**src/rtl/fpu_pkg.sv**
```systemverilog
// Shared definitions for the fpu adder and its request scheduler: word layout,
// one-hot status encodings, scheduler state type and a status classifier.
package fpu_pkg;

    localparam int EXP_W  = 6;
    localparam int MANT_W = 25;
    localparam int WORD_W = 32;

    localparam logic [3:0] ST_EXACT     = 4'b0001;
    localparam logic [3:0] ST_INEXACT   = 4'b0010;
    localparam logic [3:0] ST_OVERFLOW  = 4'b0100;
    localparam logic [3:0] ST_UNDERFLOW = 4'b1000;

    typedef enum logic [1:0] {
        IDLE = 2'd0,
        WAIT = 2'd1,
        RESP = 2'd2
    } sched_state_t;

    // Only clean one-hot OVERFLOW or UNDERFLOW codes count as errors; any
    // other pattern (including corrupt multi-hot codes) is not counted.
    function automatic logic is_err_status(input logic [3:0] st);
        return (st == ST_OVERFLOW) || (st == ST_UNDERFLOW);
    endfunction

endpackage

```
**src/rtl/fpu_req_scheduler_rr_arbiter.sv**
```systemverilog
// Round-robin arbiter: searches the request vector starting one position past
// the last granted index and returns a one-hot grant plus its binary index.
module rr_arbiter #(
    parameter int N     = 2,
    parameter int PTR_W = (N > 1) ? $clog2(N) : 1
) (
    input  logic [N-1:0]     req_i,
    input  logic [PTR_W-1:0] last_i,
    output logic [N-1:0]     grant_o,
    output logic [PTR_W-1:0] idx_o,
    output logic             any_o
);

    int               cand;
    logic [PTR_W-1:0] cand_idx;

    // Walk offsets 1..N from the last grant; the first active request wins.
    always_comb begin
        grant_o  = '0;
        idx_o    = '0;
        any_o    = 1'b0;
        cand     = 0;
        cand_idx = '0;
        for (int k = 1; k <= N; k++) begin
            cand = int'(last_i) + k;
            if (cand >= N) begin
                cand = cand - N;
            end
            cand_idx = PTR_W'(cand);
            if (!any_o && req_i[cand_idx]) begin
                any_o           = 1'b1;
                grant_o[cand_idx] = 1'b1;
                idx_o           = cand_idx;
            end
        end
    end

endmodule

```
**src/rtl/fpu_req_scheduler.sv**
```systemverilog
// Shares one fixed-latency fpu adder between N_REQ requesters. One operation
// is in flight at a time: arbitrate, issue operands, wait FPU_LAT clocks,
// capture the result, then hold it on the originator's response port.
//
// Handshakes: a transfer happens on the rising edge where valid and ready are
// both high. req_ready is a combinational one-hot grant offered only in IDLE;
// rsp_valid is held with stable data/status until the matching rsp_ready.
module fpu_req_scheduler
    import fpu_pkg::*;
#(
    parameter int N_REQ   = 2,
    parameter int FPU_LAT = 2,
    parameter int ERR_W   = 8
) (
    input  logic                           clock100KHz,
    input  logic                           reset,
    input  logic [N_REQ-1:0]               req_valid,
    output logic [N_REQ-1:0]               req_ready,
    input  logic [N_REQ-1:0][WORD_W-1:0]   req_op_a,
    input  logic [N_REQ-1:0][WORD_W-1:0]   req_op_b,
    output logic [N_REQ-1:0]               rsp_valid,
    input  logic [N_REQ-1:0]               rsp_ready,
    output logic [WORD_W-1:0]              rsp_data,
    output logic [3:0]                     rsp_status,
    output logic [WORD_W-1:0]              fpu_op_a,
    output logic [WORD_W-1:0]              fpu_op_b,
    input  logic [WORD_W-1:0]              fpu_data_in,
    input  logic [3:0]                     fpu_status_in,
    output logic                           busy,
    output logic [ERR_W-1:0]               err_count,
    output sched_state_t                   state_dbg
);

    localparam int PTR_W = (N_REQ > 1) ? $clog2(N_REQ) : 1;
    localparam int LAT_W = (FPU_LAT > 1) ? $clog2(FPU_LAT) : 1;

    sched_state_t      state_q, state_d;
    logic [PTR_W-1:0]  tag_q, tag_d;
    logic [PTR_W-1:0]  last_q, last_d;
    logic [LAT_W-1:0]  lat_cnt_q, lat_cnt_d;
    logic [WORD_W-1:0] op_a_q, op_a_d;
    logic [WORD_W-1:0] op_b_q, op_b_d;
    logic [WORD_W-1:0] data_q, data_d;
    logic [3:0]        status_q, status_d;
    logic [ERR_W-1:0]  err_q, err_d;

    logic [N_REQ-1:0]  grant;
    logic [PTR_W-1:0]  grant_idx;
    logic              grant_any;

    rr_arbiter #(
        .N     (N_REQ),
        .PTR_W (PTR_W)
    ) u_arb (
        .req_i   (req_valid),
        .last_i  (last_q),
        .grant_o (grant),
        .idx_o   (grant_idx),
        .any_o   (grant_any)
    );

    // Next-state and output decode for the IDLE -> WAIT -> RESP sequence.
    always_comb begin
        state_d   = state_q;
        tag_d     = tag_q;
        last_d    = last_q;
        lat_cnt_d = lat_cnt_q;
        op_a_d    = op_a_q;
        op_b_d    = op_b_q;
        data_d    = data_q;
        status_d  = status_q;
        err_d     = err_q;
        req_ready = '0;
        rsp_valid = '0;

        case (state_q)
            IDLE: begin
                req_ready = grant;
                // A grant always lands on a valid request, so any grant is a handshake.
                if (grant_any) begin
                    op_a_d    = req_op_a[grant_idx];
                    op_b_d    = req_op_b[grant_idx];
                    tag_d     = grant_idx;
                    last_d    = grant_idx;
                    lat_cnt_d = LAT_W'(FPU_LAT - 1);
                    state_d   = WAIT;
                end
            end
            WAIT: begin
                if (lat_cnt_q == '0) begin
                    data_d   = fpu_data_in;
                    status_d = fpu_status_in;
                    if (is_err_status(fpu_status_in) && (err_q != {ERR_W{1'b1}})) begin
                        err_d = err_q + ERR_W'(1);
                    end
                    state_d = RESP;
                end else begin
                    lat_cnt_d = lat_cnt_q - LAT_W'(1);
                end
            end
            RESP: begin
                rsp_valid[tag_q] = 1'b1;
                if (rsp_ready[tag_q]) begin
                    state_d = IDLE;
                end
            end
            default: begin
                state_d = IDLE;
            end
        endcase
    end

    // State and datapath registers; pointer resets so requester 0 wins first.
    always_ff @(posedge clock100KHz or negedge reset) begin
        if (!reset) begin
            state_q   <= IDLE;
            tag_q     <= '0;
            last_q    <= PTR_W'(N_REQ - 1);
            lat_cnt_q <= '0;
            op_a_q    <= '0;
            op_b_q    <= '0;
            data_q    <= '0;
            status_q  <= '0;
            err_q     <= '0;
        end else begin
            state_q   <= state_d;
            tag_q     <= tag_d;
            last_q    <= last_d;
            lat_cnt_q <= lat_cnt_d;
            op_a_q    <= op_a_d;
            op_b_q    <= op_b_d;
            data_q    <= data_d;
            status_q  <= status_d;
            err_q     <= err_d;
        end
    end

    assign fpu_op_a   = op_a_q;
    assign fpu_op_b   = op_b_q;
    assign rsp_data   = data_q;
    assign rsp_status = status_q;
    assign err_count  = err_q;
    assign busy       = (state_q != IDLE);
    assign state_dbg  = state_q;

endmodule

```
**config.mk**
```make
export PLATFORM = sky130hd
export DESIGN_NAME = fpu_req_scheduler
export DESIGN_NICKNAME = d
export VERILOG_FILES = /design/src/rtl/fpu_pkg.sv /design/src/rtl/fpu_req_scheduler_rr_arbiter.sv /design/src/rtl/fpu_req_scheduler.sv
export SDC_FILE = /design/constraint.sdc
export NUM_CORES = 1
export LEC_CHECK = 0
export CAP_MARGIN = 20
export CORE_ASPECT_RATIO = 2
export CORE_MARGIN = 4
export CORE_UTILIZATION = 39
export CTS_BUF_LIST = sky130_fd_sc_hd__clkbuf_8
export CTS_CLUSTER_DIAMETER = 100
export DETAILED_ROUTE_END_ITERATION = 16
export GPL_TIMING_DRIVEN = 1
export PLACE_DENSITY = 0.91
export SLEW_MARGIN = 20
export SYNTH_ARGS = -nofsm -noshare
export SYNTH_HDL_FRONTEND = slang
export SYNTH_HIERARCHICAL = 1
export SYNTH_SLANG_ARGS = --single-unit
export TNS_END_PERCENT = 1
```
**constraint.sdc**
```tcl
create_clock -name clock100KHz -period 2.4 [get_ports clock100KHz]
set_clock_uncertainty 0.15 [all_clocks]
set_input_delay 0.36 -clock clock100KHz [delete_from_list [all_inputs] [get_ports clock100KHz]]
set_output_delay 0.36 -clock clock100KHz [all_outputs]
set_load 0.03 [all_outputs]
```
==> metrics.md, run 1 <==
| Metric | Value |
|---|---|
| Crit path time final | 2.118 ns |
| Longest Clk Path Bufs | 2 |
| Fraction of layout cells with a size suffix above 1 | roughly an eighth |
| First DRT Iteration DRCs | roughly 150 |
| Postcts setup bufs | 0 |
| Die height | between 150 and 200 um |
| CP cell instances | clkdlybuf4s50_1 |
| Area growth, synth to finish | 71.87% |
| Fmax | ~470 MHz |
| Leakage | around 3.6 nW |
| FF-to-FF Start | err_count[0] |
| Pins Over Slew Limit | 0 |
| Final period utilization | a little under 90% |
| FF-to-FF setup slack | about 0.32 ns |
| Yosys warning count | 6 |
| Clk_lat worst skew | 0.41 ns |
| Synth unique cells | 32 |
| Drt drc | 0 |
| Finish-stage setup viols | 0 |
| First-pass GRT wire length | between 20,000 and 30,000 um |
| Diodes inserted | 0 |
| Worst setup path start | state_dbg[1] |
| Worst setup EP type | primary output |
| Synthesized net count | slightly below 600 |
| Vias | 4,423 |
| Met1 GRT Util | about a fifth |
| Total GRT Usage | between 20 and 25% |
| Vias per inst | ~5 |
| DR WL/cell | ~19 um |
| Worst setup path class | register to primary output |
| Post-route insts no fill | 872 |
| DR pass1 iterations | 4 |
| Sequential area share after synthesis | a little under three fifths |
| Core area | 0.01227 sq mm |
| Reg2reg path depth | 5 |
| Worst Path Arrival | between 1.5 and 2 ns |
| Cell Area, Synth | slightly below 0.005 sq mm |
| Final Hold Viols | 0 |
| EDFF count, synth | 0 |
| CTS buffer count | 17 |
| Yosys reg bits | 113 |
| Max cap viols | 0 |
| Inst Count DP | between 800 and 900 |
| Placer Congestion | ~0.82 |
| Ys flop type | dfrtp_1 |
| # H-tree levels | 4 |
| Family with the most delay on the worst path | buffers and inverters |
| Row Count | 57 |
| RSZ-0062 raised after global routing | no |
| Worst path depth | 1 |
| Initial antenna violation count | 0 |
| Hold WC Path Type | input port to asynchronous set/reset pin |
| Max IR drop VDD | 0.8438 mV |
| GR met3 Demand/Resource | 6.525% |
| Port bufs | around 280 |
| Ys async rst share | 100.0% |
| Crit path largest cell delay | ~0.73 ns |
| Crit Path Max Fanout | 6 |
| Die area | 0.01457 sq mm |
| Slowest stage cell, crit path | clkdlybuf4s50_1 |
| IO Count | 285 |
| Top Usage Layer GRT | met2 |
| RR Endpoint | err_count[1] |
| Die W | 87.38 um |
| Number of global-route vias before repair | approximately 5,000 |
| Critical Path RT | ~1.9 ns |
| Nets | about 880 |
| Largest net degree at the start of global routing | 61 |
| Pwr Density | around 1300 mW/mm^2 |
| WP buf/inv | 1 |
| Setup Total Neg Slack | 0 ns |
| Met2 Resource Use GR | 41.39% |
| Final WL | ~16,000 um |
| Worst-path clk slew | about 0.08 ns |
| Grt total ovfl | 0 |
| Slew Limit Headroom | a little under three quarters |
| Worst setup endpoint | state_dbg[1] |
| Fin util | between 60 and 70% |
| Avg Synthesized Cell Area | approximately 12 sq um |
| Root buffer cell | clkbuf_8 |
| Clock Sinks | ~110 |
| Initial Utilization | about two fifths |
| HPWL after DPL | ~13,000 um |
| Slew at the pin closest to its max-slew limit | about 0.43 ns |
| DRT antenna net count | 0 |
| CTS tree | built |
| Startpoint Class | register |
| Mapped Cells | 420 |
| Status | finished, final reports clean |
==> cells in the final DEF (no fill, tap or decap), types with 4 or more instances in the layout <==
| master | n |
|---|---|
| buf_12 | 9 |
| inv_1 | 6 |
| a21oi_1 | 67 |
| clkdlybuf4s50_1 | 278 |
| mux2_2 | 37 |
| inv_6 | 4 |
| nor2_1 | 70 |
| xor2_1 | 6 |
| clkinv_4 | 4 |
| dfrtp_1 | 112 |
| nand2_1 | 4 |
| clkbuf_8 | 17 |
| mux2i_1 | 65 |
| buf_4 | 8 |
==> sequential cells by signal, summed over array words and instances (netlist names) <==
signal	flops
rsp_data	32
lat_cnt_q	1
tag_q	1
state_dbg	2
err_count	8
fpu_op_a	32
fpu_op_b	32
rsp_status	4
last_q	1
==> routing by layer <==
metal	vias to the layer above	part of all wire [%]	wire [um]
met4	0	4.6	757
met1	2107	31	5116
li1	2044	-	-
met2	217	56	9171
met3	55	8.1	1324
met5	-	0	0
==> per-stage QoR <==
stage / hold WS (ns) / worst slack [ns] / cell area, sq um / power, mW
2_1_floorplan: -0.08559 / 0.4706 / 4915 / 6.838
3_3_place_gp: 0.1751 / 0.2127 / 8044 / 9.459
3_5_place_dp: 0.1806 / 0.1578 / 8044 / 9.686
4_1_cts: 0.2531 / 0.01292 / 8444 / 11.50
5_1_grt: 0.2669 / 0.1962 / 8447 / 12.00
6_report: 0.2758 / 0.2818 / 8447 / 11.37
==> worst min path at each step <==
stage,startpoint,to,slack (ns),depth (start not counted)
2_1_floorplan,reset,err_count[0],-0.09,0
3_3_place_gp,reset,rsp_data[19],0.18,1
5_1_grt,reset,rsp_data[15],0.27,2
4_1_cts,reset,rsp_data[15],0.25,2
6_report,reset,rsp_data[15],0.28,2
3_5_place_dp,reset,fpu_op_b[4],0.18,1
==> cell type report <==
class                           count  area, sq um
Timing Repair Buffer              299         3063
Inverter                            5        18.77
Fill cell                         875         3820
Tap cell                          147        183.9
Clock buffer                       17        234.0
Sequential cell                   113         2829
Clock inverter                     15        158.9
Multi-Input combinational cell    276         1959
==> Yosys cell counts, types with 2 or more instances <==
cell type	instances	share of area [%]
a21boi_0	2	0.31
a21oi_1	67	6.8
and2_1	3	0.38
buf_2	18	1.8
buf_4	2	0.31
clkbuf_1	6	0.46
dfrtp_1	112	57
inv_1	5	0.38
mux2_2	37	8.5
mux2i_1	65	13
nand2_1	4	0.31
nand3_1	2	0.20
nor2_1	70	5.3
nor3_1	2	0.20
nor4_1	2	0.25
o21ai_0	2	0.20
xor2_1	6	1.1
==> what timing repair did <==
item	in CTS	in global routing
hold buffers	1	0
gates resized for setup	2	1
pin swaps	0	0
cloned	0	0
hold endpoints to repair	30	0
setup endpoints to repair	2	1
==> where the power goes <==
part | leakage, nW | internal, mW | switching, mW
Combinational | 2.07 | 2.77 | 3.47
Clock | 0.199 | 0.933 | 0.825
Sequential | 1.30 | 2.83 | 0.543
==> cells by family after synthesis <==
logic type                 share of synthesized area (%)
and+or+nand+nor                                    8.045
buffers and inverters                              2.979
muxes                                              21.94
AOI/OAI and AO/OA                                  8.147
xor gates and xnor gates                           1.069
adders and majority gates                         0.2545
DFF                                                57.56
Power figures use the tool's default switching activity.
==> run 2: changes to the inputs <==
SLEW_MARGIN = not set   (was 20)
==> results of run 2 <==
The final DEF is identical to that of run 1; final timing and power are the same.
